<file path="src/rtl/gc.sv">
// Global constants shared by the IO slot front ends and the IO arbiter.
package gc;
  localparam int WORD_SIZE = 16;
  localparam logic IO_OUT = 1'b0;  // read from memory: port does not drive the shared bus
  localparam logic IO_IN  = 1'b1;  // write to memory
endpackage

</file>
<file path="src/rtl/io_request_port_if.sv">
// Device/arbiter signal bundle for one io_request_port slot; slave = the port, master = its environment.
interface io_request_port_if #(
  parameter int WORD_SIZE = gc::WORD_SIZE
);
  logic                 req_valid;
  logic                 req_ready;
  logic                 req_write;
  logic [WORD_SIZE-1:0] req_addr;
  logic [WORD_SIZE-1:0] req_wdata;
  logic                 rsp_valid;
  logic                 rsp_ready;
  logic [WORD_SIZE-1:0] rsp_rdata;
  logic [WORD_SIZE-1:0] arb_addr;
  logic [WORD_SIZE-1:0] arb_wdata;
  logic                 arb_dir;
  logic                 arb_grant;
  logic [WORD_SIZE-1:0] arb_rdata;

  modport slave (
    input  req_valid, req_write, req_addr, req_wdata, rsp_ready, arb_grant, arb_rdata,
    output req_ready, rsp_valid, rsp_rdata, arb_addr, arb_wdata, arb_dir
  );

  modport master (
    output req_valid, req_write, req_addr, req_wdata, rsp_ready, arb_grant, arb_rdata,
    input  req_ready, rsp_valid, rsp_rdata, arb_addr, arb_wdata, arb_dir
  );
endinterface

</file>
<file path="src/rtl/io_request_port.sv">
// Per-slot IO request queue in front of the IO arbiter: in-order FIFO, grant tracking, read response register.
// Optional grant-wait watchdog enabled by defining IO_PORT_TIMEOUT_EN.
module io_request_port #(
  parameter int WORD_SIZE      = gc::WORD_SIZE,
  parameter int DEPTH          = 4,
  parameter int TIMEOUT_CYCLES = 64
) (
  input  logic                    clk,
  input  logic                    rst,
  io_request_port_if.slave        bus,
  output logic [$clog2(DEPTH):0]  level,
  output logic                    timeout_err
);

  localparam int PTR_W = $clog2(DEPTH);
  localparam int LVL_W = PTR_W + 1;

  if (DEPTH < 2 || (DEPTH & (DEPTH - 1)) != 0 || TIMEOUT_CYCLES < 1) begin : g_bad_params
    $error("io_request_port: DEPTH must be a power of two >= 2 and TIMEOUT_CYCLES >= 1");
  end

  typedef struct packed {
    logic                 write;
    logic [WORD_SIZE-1:0] addr;
    logic [WORD_SIZE-1:0] wdata;
  } req_t;

  typedef enum logic [1:0] {
    IDLE,
    WAIT_SLOT,
    RSP_HOLD
  } state_e;

  req_t                 mem_q [DEPTH];
  logic [PTR_W-1:0]     wr_ptr_q, wr_ptr_d;
  logic [PTR_W-1:0]     rd_ptr_q, rd_ptr_d;
  logic [LVL_W-1:0]     level_q, level_d;
  state_e               state_q, state_d;
  logic                 rsp_valid_q, rsp_valid_d;
  logic [WORD_SIZE-1:0] rsp_rdata_q, rsp_rdata_d;

  logic empty;
  logic full;
  logic push;
  logic pop;
  logic capture;
  req_t head;
  req_t push_entry;

  assign empty      = (level_q == '0);
  assign full       = (level_q == LVL_W'(DEPTH));
  assign push       = bus.req_valid && !full;
  assign head       = mem_q[rd_ptr_q];
  assign push_entry = '{write: bus.req_write, addr: bus.req_addr, wdata: bus.req_wdata};

  // NOTE: every signal written here gets a default first, so no path leaves one unassigned (no latches).
  always_comb begin
    state_d     = state_q;
    pop         = 1'b0;
    capture     = 1'b0;
    rsp_valid_d = rsp_valid_q;
    rsp_rdata_d = rsp_rdata_q;

    if (bus.rsp_ready) rsp_valid_d = 1'b0;

    unique case (state_q)
      WAIT_SLOT: begin
        if (bus.arb_grant && !empty) begin
          if (head.write) begin
            pop = 1'b1;
          end else if (!rsp_valid_q || bus.rsp_ready) begin
            pop     = 1'b1;
            capture = 1'b1;
          end else begin
            // Response register still owned by the device: this grant is forfeited.
            state_d = RSP_HOLD;
          end
        end
      end
      RSP_HOLD: begin
        if (rsp_valid_q && bus.rsp_ready) state_d = WAIT_SLOT;
      end
      default: ;
    endcase

    if (capture) begin
      rsp_valid_d = 1'b1;
      rsp_rdata_d = bus.arb_rdata;
    end

    level_d  = level_q + LVL_W'(push) - LVL_W'(pop);
    wr_ptr_d = push ? wr_ptr_q + PTR_W'(1) : wr_ptr_q;
    rd_ptr_d = pop  ? rd_ptr_q + PTR_W'(1) : rd_ptr_q;

    // Outside RSP_HOLD the state simply follows whether anything remains queued.
    if (state_d != RSP_HOLD) state_d = (level_d == '0) ? IDLE : WAIT_SLOT;
  end

  // NOTE: state registers use non-blocking assignments so every flop samples pre-edge values.
  always_ff @(posedge clk or posedge rst) begin
    if (rst) begin
      state_q     <= IDLE;
      wr_ptr_q    <= '0;
      rd_ptr_q    <= '0;
      level_q     <= '0;
      rsp_valid_q <= 1'b0;
      rsp_rdata_q <= '0;
    end else begin
      state_q     <= state_d;
      wr_ptr_q    <= wr_ptr_d;
      rd_ptr_q    <= rd_ptr_d;
      level_q     <= level_d;
      rsp_valid_q <= rsp_valid_d;
      rsp_rdata_q <= rsp_rdata_d;
    end
  end

  // NOTE: FIFO storage has no reset; entries are only visible through level-qualified head logic.
  always_ff @(posedge clk) begin
    if (push) mem_q[wr_ptr_q] <= push_entry;
  end

  assign bus.req_ready = !full;
  assign bus.rsp_valid = rsp_valid_q;
  assign bus.rsp_rdata = rsp_rdata_q;
  assign bus.arb_addr  = empty ? '0 : head.addr;
  assign bus.arb_wdata = empty ? '0 : head.wdata;
  assign bus.arb_dir   = (!empty && head.write) ? gc::IO_IN : gc::IO_OUT;
  assign level         = level_q;

`ifdef IO_PORT_TIMEOUT_EN
  localparam int CNT_W = $clog2(TIMEOUT_CYCLES + 1);

  logic [CNT_W-1:0] wait_cnt_q, wait_cnt_d;
  logic             timeout_err_q, timeout_err_d;

  // An ungranted WAIT_SLOT cycle can never leave WAIT_SLOT, so grant/state alone decide the clear.
  always_comb begin
    wait_cnt_d    = '0;
    timeout_err_d = timeout_err_q;
    if (state_q == WAIT_SLOT && !bus.arb_grant) begin
      wait_cnt_d = (wait_cnt_q == CNT_W'(TIMEOUT_CYCLES)) ? wait_cnt_q : wait_cnt_q + CNT_W'(1);
      if (wait_cnt_d == CNT_W'(TIMEOUT_CYCLES)) timeout_err_d = 1'b1;
    end
  end

  always_ff @(posedge clk or posedge rst) begin
    if (rst) begin
      wait_cnt_q    <= '0;
      timeout_err_q <= 1'b0;
    end else begin
      wait_cnt_q    <= wait_cnt_d;
      timeout_err_q <= timeout_err_d;
    end
  end

  assign timeout_err = timeout_err_q;
`else
  assign timeout_err = 1'b0;
`endif

endmodule

</file>
<file path="src/flat_wrapper.sv">
// flat-port wrapper written by rule: the top's interface ports become plain ports
module io_request_port_flat 
#(
  parameter int WORD_SIZE      = gc::WORD_SIZE,
  parameter int DEPTH          = 4,
  parameter int TIMEOUT_CYCLES = 64
)
  (clk, rst, level, timeout_err, bus_req_valid, bus_req_write, bus_req_addr, bus_req_wdata, bus_rsp_ready, bus_arb_grant, bus_arb_rdata, bus_req_ready, bus_rsp_valid, bus_rsp_rdata, bus_arb_addr, bus_arb_wdata, bus_arb_dir);
  io_request_port_if #(.WORD_SIZE(WORD_SIZE)) bus_i ();
  input  logic clk;
  input  logic rst;
  output logic [$clog2(DEPTH):0] level;
  output logic timeout_err;
  input wire logic [$bits(bus_i.req_valid)-1:0] bus_req_valid;
  input wire logic [$bits(bus_i.req_write)-1:0] bus_req_write;
  input wire logic [$bits(bus_i.req_addr)-1:0] bus_req_addr;
  input wire logic [$bits(bus_i.req_wdata)-1:0] bus_req_wdata;
  input wire logic [$bits(bus_i.rsp_ready)-1:0] bus_rsp_ready;
  input wire logic [$bits(bus_i.arb_grant)-1:0] bus_arb_grant;
  input wire logic [$bits(bus_i.arb_rdata)-1:0] bus_arb_rdata;
  output wire logic [$bits(bus_i.req_ready)-1:0] bus_req_ready;
  output wire logic [$bits(bus_i.rsp_valid)-1:0] bus_rsp_valid;
  output wire logic [$bits(bus_i.rsp_rdata)-1:0] bus_rsp_rdata;
  output wire logic [$bits(bus_i.arb_addr)-1:0] bus_arb_addr;
  output wire logic [$bits(bus_i.arb_wdata)-1:0] bus_arb_wdata;
  output wire logic [$bits(bus_i.arb_dir)-1:0] bus_arb_dir;
  assign bus_i.req_valid = bus_req_valid;
  assign bus_i.req_write = bus_req_write;
  assign bus_i.req_addr = bus_req_addr;
  assign bus_i.req_wdata = bus_req_wdata;
  assign bus_i.rsp_ready = bus_rsp_ready;
  assign bus_i.arb_grant = bus_arb_grant;
  assign bus_i.arb_rdata = bus_arb_rdata;
  assign bus_req_ready = bus_i.req_ready;
  assign bus_rsp_valid = bus_i.rsp_valid;
  assign bus_rsp_rdata = bus_i.rsp_rdata;
  assign bus_arb_addr = bus_i.arb_addr;
  assign bus_arb_wdata = bus_i.arb_wdata;
  assign bus_arb_dir = bus_i.arb_dir;
  io_request_port #(.WORD_SIZE(WORD_SIZE), .DEPTH(DEPTH), .TIMEOUT_CYCLES(TIMEOUT_CYCLES)) u_core (.clk(clk), .rst(rst), .bus(bus_i), .level(level), .timeout_err(timeout_err));
endmodule
</file>
<file path="config.mk">
export PLATFORM = sky130hd
export DESIGN_NAME = io_request_port_flat
export DESIGN_NICKNAME = d
export VERILOG_FILES = /design/src/rtl/gc.sv /design/src/rtl/io_request_port_if.sv /design/src/rtl/io_request_port.sv /design/src/flat_wrapper.sv
export SDC_FILE = /design/constraint.sdc
export NUM_CORES = 1
export LEC_CHECK = 0
export BUFFER_PORTS_ARGS = -buffer_cell sky130_fd_sc_hd__buf_2
export CAP_MARGIN = 20
export CORE_ASPECT_RATIO = 1.5
export CORE_MARGIN = 2
export CORE_UTILIZATION = 60
export CTS_CLUSTER_DIAMETER = 80
export DETAILED_ROUTE_END_ITERATION = 8
export GPL_TIMING_DRIVEN = 0
export PLACE_DENSITY_LB_ADDON = 0.15
export SYNTH_ARGS = -nofsm -noshare
export SYNTH_HDL_FRONTEND = slang
export SYNTH_SLANG_ARGS = --single-unit
</file>
<file path="constraint.sdc">
create_clock -name clk -period 5.5 [get_ports clk]
set_clock_uncertainty 0.05 [all_clocks]
set_input_delay 1.375 -clock clk [delete_from_list [all_inputs] [get_ports clk]]
set_output_delay 1.375 -clock clk [all_outputs]
set_load 0.03 [all_outputs]
</file>
==> flow_summary.toml, run 1 <==
[status]
status = "finished clean"

[pwr]
p_leak_nw = 2.94
sequentialPowerShare = 0.468
vdd_drop_max_mv = 0.291
net-switching-power_w = 0.000979
pwr-share-clk = 0.318
power_density_nw_per_um2 = 455
share_comb_of_total_power = 0.214
internal_power_w = 0.00244
power.switching_fraction = 0.286

[logic_synthesis]
post_synth.cell_area_avg_um2 = 20.3
dominantRegCellSynth = "sky130_fd_sc_hd__edfxtp_1"
post_synth_net_total = 369
synth_cell_types = 34
synth_largest_type_area_fraction = 0.638
syn_area_um2 = 6210
postSynth.asyncResetShare = 0.165
syn-instance-count = 306
post_synth_main_area_contributors = "sky130_fd_sc_hd__edfxtp_1 (64%), sky130_fd_sc_hd__mux4_2 (12%), sky130_fd_sc_hd__dfrtp_1 (10%), sky130_fd_sc_hd__nor2b_1 (3.3%), sky130_fd_sc_hd__mux2_2 (3.1%)"
synth_edf_count = 132
post-synth-top-area-cell = "sky130_fd_sc_hd__edfxtp_1"
ys.warnings.count = 0
synth_sequential_area_ratio = 0.743
ys_seq_elements = 158

[routing]
drt-pass1-iter-count = 4
number_of_design_rule_violations_left_by_the_first_detailed_router_iteration = 155
ant_nets = 0
remaining_drc_errors = 0
wirelength_mm = 10.5
via_total_after_detailed_routing = 3101
wire_per_inst_um = 18.6
avgViaCountPerCell = 5.49

[min_path]
hold_path_startpoint = "u_core.bus.rsp_rdata[12]"
hp-class = "flop to flop"

[worst_setup_path]
required_ns = 4.07
cp.buffers_inverters = 2
critPathSlowestCell = "sky130_fd_sc_hd__nor3_1"
crit_path_start_kind = "flop"
critical_path.cell_chain = "nor3_1, clkbuf_1, nor2b_1, buf_2"
r2r_end = "u_core.state_q[0]"
timing.rr.start = "u_core.rd_ptr_q[1]"
endpoint_kind_of_the_worst_setup_timing_path = "output pin"
worst-path-stages = 4
critical_path_class = "flop to output pin"
worst-endpoint-arrival_ns = 2.43
worst-r2r-setup-slack_ns = 2.48
worst-path-max-fanout = 10
critPathCapture = "bus_arb_addr[13]"
worst_r2r_path_cells = 12
largest_stage_delay_on_the_critical_path_ns = 0.76
crit_start = "u_core.level[2]"
kind_of_cell_with_the_highest_combined_delay_on_the_critical_path = "simple AND/OR/NAND/NOR gates"

[sta]
layout_worst_path_cycle_share = 0.701
worst-slew-pin-transition_ns = 0.970
relSlewSlack = 0.353
holdWs_ns = 0.451
grt_setup_unrepaired = "no"
clock.fmax_ghz = 0.259
setup-tns-final_ns = 0
setup-violations-final = 0
finalHoldViolCount = 0
final_max_slew_viol_count = 0
final.min_clock_period_ns = 3.86

[cts]
worst_skew_pair.late_latency_ns = 0.41
h-tree-depth = 4
numClockSinks = 158
clock_tree.root_cell = "sky130_fd_sc_hd__clkbuf_16"
count_of_cells_resized_by_post_cts_repair = 0
clock_tree.buffer_depth = 2
postCtsHoldBufs = 0
tritoncts_clock_tree = "built"
post_cts.repair.setup_buffers = 0
tritoncts.num_buffers = 17
clk_pin_slew_ns = 0.06

[floorplanning]
die_w_um = 87.1
floorplan.core_area_um2 = 10100
fp.dieArea_um2 = 11200
die-height_um = 129
io-pin-count = 109
row_count = 45
start_util = 0.616

[layout]
antenna-diode-count = 0
design.final.nets = 498
layout.filler_cells = 616
area_delta_synth_final_pct = 21.0
register_area_um2 = 4610
post-route-util = 0.746
multi_input_logic_area_um2 = 1480
final_layout_size_suffix_gt1_frac = 0.442

[global_route]
grt_max_degree = 34
grt_pass1_wl_mm = 16.4
grt_antenna_before_repair = 0
global_route_overflow = 0
number_of_global_route_vias_before_repair = 3223
track_usage = 0.206

[placement]
port-buffer-count = 107
place.detailed.hpwl_mm = 6.49
place.gp.congestion = 0.751

[job]
timing.max_cap.violations = 0
## synth_stat cells (2+ instances only)
master	n
sky130_fd_sc_hd__edfxtp_1	132
sky130_fd_sc_hd__mux4_2	33
sky130_fd_sc_hd__nor2b_1	33
sky130_fd_sc_hd__dfrtp_1	26
sky130_fd_sc_hd__mux2_2	17
sky130_fd_sc_hd__inv_1	13
sky130_fd_sc_hd__ha_1	8
sky130_fd_sc_hd__and2_1	5
sky130_fd_sc_hd__clkbuf_1	5
sky130_fd_sc_hd__buf_2	3
sky130_fd_sc_hd__xnor2_1	3
sky130_fd_sc_hd__a211oi_1	2
sky130_fd_sc_hd__buf_1	2
sky130_fd_sc_hd__buf_6	2
sky130_fd_sc_hd__nand2b_1	2
sky130_fd_sc_hd__nor2_1	2
## cells in the final DEF (no fill, tap or decap), types with 2 or more instances in the layout
cell type,Yosys,layout
sky130_fd_sc_hd__bufinv_16,0,2
sky130_fd_sc_hd__clkbuf_16,0,17
sky130_fd_sc_hd__clkbuf_1,5,8
sky130_fd_sc_hd__buf_1,2,2
sky130_fd_sc_hd__clkinvlp_4,0,4
sky130_fd_sc_hd__ha_1,8,8
sky130_fd_sc_hd__buf_6,2,2
sky130_fd_sc_hd__xnor2_1,3,3
sky130_fd_sc_hd__clkinv_1,0,2
sky130_fd_sc_hd__edfxtp_1,132,132
sky130_fd_sc_hd__mux4_2,33,33
sky130_fd_sc_hd__nor2_1,2,2
sky130_fd_sc_hd__mux2_2,17,17
sky130_fd_sc_hd__buf_12,0,3
sky130_fd_sc_hd__clkinv_2,0,3
sky130_fd_sc_hd__dfrtp_1,26,26
sky130_fd_sc_hd__a211oi_1,2,2
sky130_fd_sc_hd__buf_2,3,110
sky130_fd_sc_hd__nand2b_1,2,2
sky130_fd_sc_hd__nor2b_1,33,33
sky130_fd_sc_hd__and2_2,0,4
sky130_fd_sc_hd__inv_1,13,13
## metal layers
layer  up-vias  GRT usage  part of all wire
li1       1446          -                 -
met1      1532      0.240              0.38
met2       101      0.350              0.54
met3        22     0.0513             0.048
met4         0      0.108             0.027
met5         -          0                 0
## final cells by class
cell class,count,area share
flip-flops and latches,158,0.614
multi-input cells,122,0.197
repair buffers,110,0.0792
clock buffers,20,0.0581
well taps,117,0.0195
clock inverters,12,0.0161
plain buffers,13,0.00949
inverters,13,0.00649
## cells by family after synthesis
group,Yosys count,share of synthesized area
xor gates and xnor gates,4,0.00564
AOI/OAI and AO/OA,11,0.0129
muxes,51,0.152
buffers and inverters,26,0.0193
DFF,158,0.743
adders and majority gates,9,0.0193
other,1,0.000604
and+or+nand+nor,46,0.0473
## sequential cells by signal, indices dropped and copies added (netlist names)
signal,flops
u_core.mem_q,132
u_core.bus.rsp_rdata,16
u_core.level,3
u_core.rd_ptr_q,2
u_core.state_q,2
u_core.wr_ptr_q,2
u_core.bus.rsp_valid,1
## worst register-to-register path: stages, from the launching register on
cell and delay [ns]:
sky130_fd_sc_hd__dfrtp_1 0.32, sky130_fd_sc_hd__clkbuf_1 0.37, sky130_fd_sc_hd__mux4_2 0.46, sky130_fd_sc_hd__o21bai_1 0.21, sky130_fd_sc_hd__inv_1 0.07, sky130_fd_sc_hd__ha_1 0.27, sky130_fd_sc_hd__inv_1 0.06, sky130_fd_sc_hd__ha_1 0.13
sky130_fd_sc_hd__inv_1 0.05, sky130_fd_sc_hd__fa_1 0.37, sky130_fd_sc_hd__xnor2_1 0.15, sky130_fd_sc_hd__xnor2_1 0.23, sky130_fd_sc_hd__a2bb2oi_1 0.20
## power groups by stage
stage / logic, W / registers [W] / clock network, W
4_1_cts: 0.000746 / 0.00161 / 0.00110
6_report: 0.000732 / 0.00160 / 0.00109
3_5_place_dp: 0.000743 / 0.00163 / 0
5_1_grt: 0.000791 / 0.00162 / 0.00115
3_3_place_gp: 0.000705 / 0.00162 / 0
2_1_floorplan: 0.000465 / 0.00163 / 0
## through the flow
step / setup slack [ns] / area [µm²] / power [W] / std cells
2_1_floorplan: 2.26 / 6210 / 0.00210 / 306
3_3_place_gp: 1.62 / 6890 / 0.00233 / 530
3_5_place_dp: 1.92 / 6960 / 0.00237 / 533
4_1_cts: 1.54 / 7520 / 0.00346 / 565
5_1_grt: 1.43 / 7520 / 0.00356 / 565
6_report: 1.64 / 7520 / 0.00342 / 565
## how the worst min path moves through the flow
stage / endpoint / depth (start not counted) / slack, ns
after global placement: u_core.bus.rsp_rdata[0] / 1 / 0.43
after detailed placement: u_core.bus.rsp_rdata[12] / 1 / 0.44
after floorplan: u_core.wr_ptr_q[1] / 1 / 0.48
after CTS: u_core.bus.rsp_rdata[12] / 1 / 0.45
after global routing: u_core.bus.rsp_rdata[8] / 1 / 0.47
final: u_core.bus.rsp_rdata[12] / 1 / 0.45
Note: power is estimated with default switching activity, not from simulation.
==> run 2, diff against run 1 <==
--- a/config.mk
+++ b/config.mk
@@ -9,7 +9,7 @@
 export CAP_MARGIN = 20
 export CORE_ASPECT_RATIO = 1.5
 export CORE_MARGIN = 2
-export CORE_UTILIZATION = 60
+export CORE_UTILIZATION = 55
 export CTS_CLUSTER_DIAMETER = 80
 export DETAILED_ROUTE_END_ITERATION = 8
 export GPL_TIMING_DRIVEN = 0
==> constraint.sdc (replaced) <==
create_clock -name clk -period 3.8 [get_ports clk]
set_clock_uncertainty 0.05 [all_clocks]
set_input_delay 0.95 -clock clk [delete_from_list [all_inputs] [get_ports clk]]
set_output_delay 0.95 -clock clk [all_outputs]
set_load 0.03 [all_outputs]
==> run 2 against run 1 <==
Effect of this change:
- first-iteration DRC count is 19% lower
- largest power group unchanged
- combinational power is 48% higher
- highest routed layer unchanged
- critical path depth stayed put
- critical path type unchanged
- largest cell class unchanged
- global-route usage is 1.0 points lower
==> flow_summary.toml, run 2 (same netlist as run 1, synthesis figures left out) <==
[global_route]
number_of_global_route_vias_before_repair = 3428
grt.met2_usage = 0.351
top_usage_layer = "met2"
grt_pass1_wl_mm = 17.8
global_route.usage.met1 = 0.224
global_route_overflow = 0
grt_util_met3 = 0.0556
grt_antenna_before_repair = 0
grt_max_degree = 33
track_usage = 0.196

[sta]
grt_setup_unrepaired = "no"
final.min_clock_period_ns = 3.45
final_max_slew_viol_count = 0
setup-tns-final_ns = 0
layout_worst_path_cycle_share = 0.909
worst-slew-pin-transition_ns = 0.825
relSlewSlack = 0.446
setup-violations-final = 0
finalHoldViolCount = 0
holdWs_ns = 0.387
clock.fmax_ghz = 0.290

[cts]
h-tree-depth = 4
tritoncts.num_buffers = 17
clock_tree.root_cell = "sky130_fd_sc_hd__clkbuf_16"
clk_pin_slew_ns = 0.06
count_of_cells_resized_by_post_cts_repair = 0
post_cts.repair.setup_buffers = 0
postCtsHoldBufs = 0
numClockSinks = 158
worst_skew_pair.late_latency_ns = 0.41
clock_tree.buffer_depth = 2
tritoncts_clock_tree = "built"

[floorplanning]
fp.dieArea_um2 = 12200
die_w_um = 90.8
floorplan.core_area_um2 = 11000
start_util = 0.565
io-pin-count = 109
die-height_um = 134
row_count = 47

[routing]
wirelength_mm = 11.1
drt-pass1-iter-count = 6
via_total_after_detailed_routing = 3170
ant_nets = 0
avgViaCountPerCell = 5.31
wire_per_inst_um = 18.6
remaining_drc_errors = 0
number_of_design_rule_violations_left_by_the_first_detailed_router_iteration = 126

[pwr]
power_density_nw_per_um2 = 667
vdd_drop_max_mv = 0.512
p_leak_nw = 2.98

[placement]
place.gp.congestion = 0.734
place.detailed.hpwl_mm = 6.98
port-buffer-count = 107

[layout]
largest_register_ffs = 132
layout.cells.most_common_list = "sky130_fd_sc_hd__edfxtp_1 (132), sky130_fd_sc_hd__buf_2 (110), sky130_fd_sc_hd__nor2b_1 (33), sky130_fd_sc_hd__mux4_2 (33), sky130_fd_sc_hd__dfrtp_1 (26)"
design.final.nets = 500
most_common_cell_after_layout_fill_and_taps_aside = "sky130_fd_sc_hd__edfxtp_1"
layout.filler_cells = 757
final_layout_size_suffix_gt1_frac = 0.449
antenna-diode-count = 0
area_delta_synth_final_pct = 23.0
largest_register = "u_core.mem_q"

[worst_setup_path]
worst-endpoint-arrival_ns = 2.45
kind_of_cell_with_the_highest_combined_delay_on_the_critical_path = "simple AND/OR/NAND/NOR gates"
endpoint_kind_of_the_worst_setup_timing_path = "output pin"
required_ns = 2.80
worst-path-max-fanout = 10
critical_path.cell_chain = "nor3_1, clkbuf_1, nor2b_1, buf_2"
largest_stage_delay_on_the_critical_path_ns = 0.71
crit_path_start_kind = "flop"
timing.rr.start = "u_core.rd_ptr_q[1]"
worst_r2r_path_cells = 12
cp.buffers_inverters = 2
critical_path_class = "flop to output pin"
worst-r2r-setup-slack_ns = 0.82
critPathSlowestCell = "sky130_fd_sc_hd__nor3_1"
crit_start = "u_core.level[2]"
r2r_end = "u_core.state_q[0]"

[job]
timing.max_cap.violations = 0

[status]
status = "finished clean"

[min_path]
hp-class = "input pin to async pin"
[run 2: metal layers]
| layer | wire length [µm] | up-vias |
|---|---|---|
| met1 | 4320 | 1604 |
| met2 | 6040 | 107 |
| met3 | 573 | 10 |
| met5 | 0 | - |
| met4 | 141 | 0 |
| li1 | - | 1449 |
[run 2: where the power goes]
| part | leakage [nW] | switching, W | internal, W | total (W) |
|---|---|---|---|---|
| sequential | 1.55 | 0.0000970 | 0.00222 | 0.00232 |
| combinational | 1.15 | 0.000715 | 0.000367 | 0.00108 |
| clock | 0.287 | 0.000656 | 0.00104 | 0.00169 |
| total | 2.98 | 0.00147 | 0.00363 | 0.00510 |
[run 2: area by class of cell]
class	instances	area, µm²	share of cell area
Clock buffer	19	433	0.0566
Clock inverter	13	165	0.0216
Multi-Input combinational cell	122	1480	0.194
Buffer	13	71.3	0.00933
Sequential cell	158	4610	0.604
Timing Repair Buffer	112	643	0.0842
Inverter	13	48.8	0.00639
Tap cell	147	184	0.0241
[run 2: how the worst max path moves through the flow]
stage | cells past startpoint | end
3_3_place_gp | 3 | u_core.mem_q[2][8]
3_5_place_dp | 12 | u_core.state_q[0]
2_1_floorplan | 11 | u_core.state_q[0]
6_report | 4 | bus_arb_wdata[2]
4_1_cts | 4 | bus_arb_wdata[2]
5_1_grt | 4 | bus_arb_wdata[2]
[run 2: worst register-to-register path, stage by stage, from the launching register on]
cell and delay (ns):
sky130_fd_sc_hd__dfrtp_1 0.33, sky130_fd_sc_hd__clkbuf_1 0.37, sky130_fd_sc_hd__mux4_2 0.47, sky130_fd_sc_hd__o21bai_1 0.21, sky130_fd_sc_hd__inv_1 0.07, sky130_fd_sc_hd__ha_1 0.27
sky130_fd_sc_hd__inv_1 0.06, sky130_fd_sc_hd__ha_1 0.13, sky130_fd_sc_hd__inv_1 0.05, sky130_fd_sc_hd__fa_1 0.38, sky130_fd_sc_hd__xnor2_1 0.19, sky130_fd_sc_hd__xnor2_1 0.16
sky130_fd_sc_hd__a2bb2oi_1 0.17
[run 2: per-stage QoR]
stage	setup slack [ns]	instances	utilization	power, W	area [µm²]
4_1_cts	0.283	596	0.692	0.00515	7610
2_1_floorplan	0.970	306	-	0.00303	6210
3_3_place_gp	0.358	560	0.630	0.00338	6930
5_1_grt	0.126	597	0.695	0.00531	7640
6_report	0.346	597	0.695	0.00510	7640
3_5_place_dp	0.710	564	0.638	0.00345	7020
==> run 3, diff against run 2 <==
--- a/config.mk
+++ b/config.mk
@@ -7,7 +7,7 @@
 export LEC_CHECK = 0
 export BUFFER_PORTS_ARGS = -buffer_cell sky130_fd_sc_hd__buf_2
 export CAP_MARGIN = 20
-export CORE_ASPECT_RATIO = 1.5
+export CORE_ASPECT_RATIO = 0.6
 export CORE_MARGIN = 2
 export CORE_UTILIZATION = 55
 export CTS_CLUSTER_DIAMETER = 80
==> run 3 against run 2 <==
Effect of this change:
- sequential power hardly changed
- setup slack worse by 0.041 ns
- global-route usage is 0.14 points lower
- fmax is 1.2% lower
- utilization is 1.6 points lower
- non-clock buffer count is 2 lower
- flip-flop and latch count stayed put
- clock power is 4% lower
- final area is 0.92% lower
- critical path depth stayed put
- critical path type unchanged
- critical endpoint is now bus_arb_addr[9]
- largest power group unchanged
- highest routed layer unchanged
==> flow_summary.toml, run 3 (same netlist as run 1, synthesis figures left out) <==
[routing]
avgViaCountPerCell = 5.26
remaining_drc_errors = 0
drt-pass1-iter-count = 5
wirelength_mm = 10.9
number_of_design_rule_violations_left_by_the_first_detailed_router_iteration = 182
ant_nets = 0
wire_per_inst_um = 18.5
via_total_after_detailed_routing = 3111

[floorplanning]
row_count = 30
io-pin-count = 109
fp.dieArea_um2 = 12200
die_w_um = 141
start_util = 0.557
floorplan.core_area_um2 = 11100
die-height_um = 86.3

[pwr]
power_density_nw_per_um2 = 660
sequentialPowerShare = 0.464
final_power_w = 0.00500
power.switching_fraction = 0.292
internal_power_w = 0.00354
p_leak_nw = 2.95
share_comb_of_total_power = 0.211
net-switching-power_w = 0.00146
vdd_drop_max_mv = 0.602
pwr-share-clk = 0.326

[layout]
most_common_cell_after_layout_fill_and_taps_aside = "sky130_fd_sc_hd__edfxtp_1"
final_layout_size_suffix_gt1_frac = 0.446
largest_register_ffs = 132
area_delta_synth_final_pct = 21.9
layout.filler_cells = 757
antenna-diode-count = 0
design.final.nets = 498
layout.cells.most_common_list = "sky130_fd_sc_hd__edfxtp_1 (132), sky130_fd_sc_hd__buf_2 (110), sky130_fd_sc_hd__nor2b_1 (33), sky130_fd_sc_hd__mux4_2 (33), sky130_fd_sc_hd__dfrtp_1 (26)"
largest_register = "u_core.mem_q"

[global_route]
global_route_overflow = 0
grt_pass1_wl_mm = 17.3
grt_max_degree = 34
track_usage = 0.195
number_of_global_route_vias_before_repair = 3181
grt_antenna_before_repair = 1

[cts]
postCtsHoldBufs = 0
clock_tree.root_cell = "sky130_fd_sc_hd__clkbuf_16"
clock_tree.buffer_depth = 2
worst_skew_pair.late_latency_ns = 0.42
h-tree-depth = 4
tritoncts.num_buffers = 17
post_cts.repair.setup_buffers = 0
clk_pin_slew_ns = 0.06
tritoncts_clock_tree = "built"
count_of_cells_resized_by_post_cts_repair = 0
numClockSinks = 158

[sta]
grt_setup_unrepaired = "no"
relSlewSlack = 0.370
final.min_clock_period_ns = 3.50
finalHoldViolCount = 0
layout_worst_path_cycle_share = 0.920
clock.fmax_ghz = 0.286
setup-tns-final_ns = 0
worst-slew-pin-transition_ns = 0.938
final_max_slew_viol_count = 0
setup-violations-final = 0

[worst_setup_path]
worst_r2r_path_cells = 11
timing.rr.start = "u_core.level[2]"
endpoint_kind_of_the_worst_setup_timing_path = "output pin"
worst-endpoint-arrival_ns = 2.50
required_ns = 2.80
crit_path_start_kind = "flop"
worst-path-max-fanout = 10
r2r_end = "u_core.state_q[0]"
worst-r2r-setup-slack_ns = 0.71
critical_path_class = "flop to output pin"

[placement]
port-buffer-count = 107
place.gp.congestion = 0.776
place.detailed.hpwl_mm = 6.89

[job]
timing.max_cap.violations = 0

[status]
status = "finished clean"

[min_path]
hp-class = "input pin to async pin"
[run 3: power by group through the flow]
stage	sequential, W	combinational (W)	clock [W]
3_5_place_dp	0.00235	0.00107	0
3_3_place_gp	0.00235	0.00102	0
4_1_cts	0.00232	0.00107	0.00166
2_1_floorplan	0.00236	0.000674	0
5_1_grt	0.00234	0.00115	0.00173
6_report	0.00232	0.00105	0.00163
[run 3: through the flow]
step	util	hold slack (ns)	setup slack [ns]	cell area (µm²)	cells
after global routing	0.679	0.363	0.00835	7570	592
after floorplan	-	0.484	0.970	6210	306
after detailed placement	0.625	0.440	0.659	6970	559
after CTS	0.677	0.455	0.256	7540	591
after global placement	0.621	0.434	0.331	6930	557
final	0.679	0.369	0.305	7570	592
[run 3: area by class of cell]
| class | count | area, µm² | area share |
|---|---|---|---|
| plain buffers | 13 | 71.3 | 0.00942 |
| clock buffers | 18 | 429 | 0.0567 |
| clock inverters | 14 | 143 | 0.0188 |
| inverters | 13 | 48.8 | 0.00644 |
| multi-input cells | 122 | 1480 | 0.196 |
| flip-flops and latches | 158 | 4610 | 0.609 |
| well taps | 144 | 180 | 0.0238 |
| repair buffers | 110 | 603 | 0.0796 |
[run 3: worst max-delay path: stages, from the launching register on]
cell and delay (ns):
sky130_fd_sc_hd__dfrtp_1 0.44, sky130_fd_sc_hd__nor3_1 0.79, sky130_fd_sc_hd__clkbuf_1 0.48, sky130_fd_sc_hd__nor2b_1 0.15
sky130_fd_sc_hd__buf_2 0.21
[run 3: how the worst max path moves through the flow]
stage / startpoint / to / slack, ns
after floorplan: u_core.level[2] / u_core.state_q[0] / 0.97
after global placement: bus_req_valid / u_core.mem_q[0][5] / 0.33
after detailed placement: bus_arb_grant / u_core.state_q[0] / 0.66
after CTS: u_core.level[2] / bus_arb_addr[9] / 0.26
after global routing: u_core.level[2] / bus_arb_addr[9] / 0.008
final: u_core.level[2] / bus_arb_addr[9] / 0.30
[run 3: metal layers]
metal	part of all wire	vias to the layer above	track usage
met5	0	-	0
met4	0.0088	0	0.0627
met3	0.070	12	0.0669
met2	0.48	96	0.293
met1	0.44	1547	0.273
li1	-	1456	-
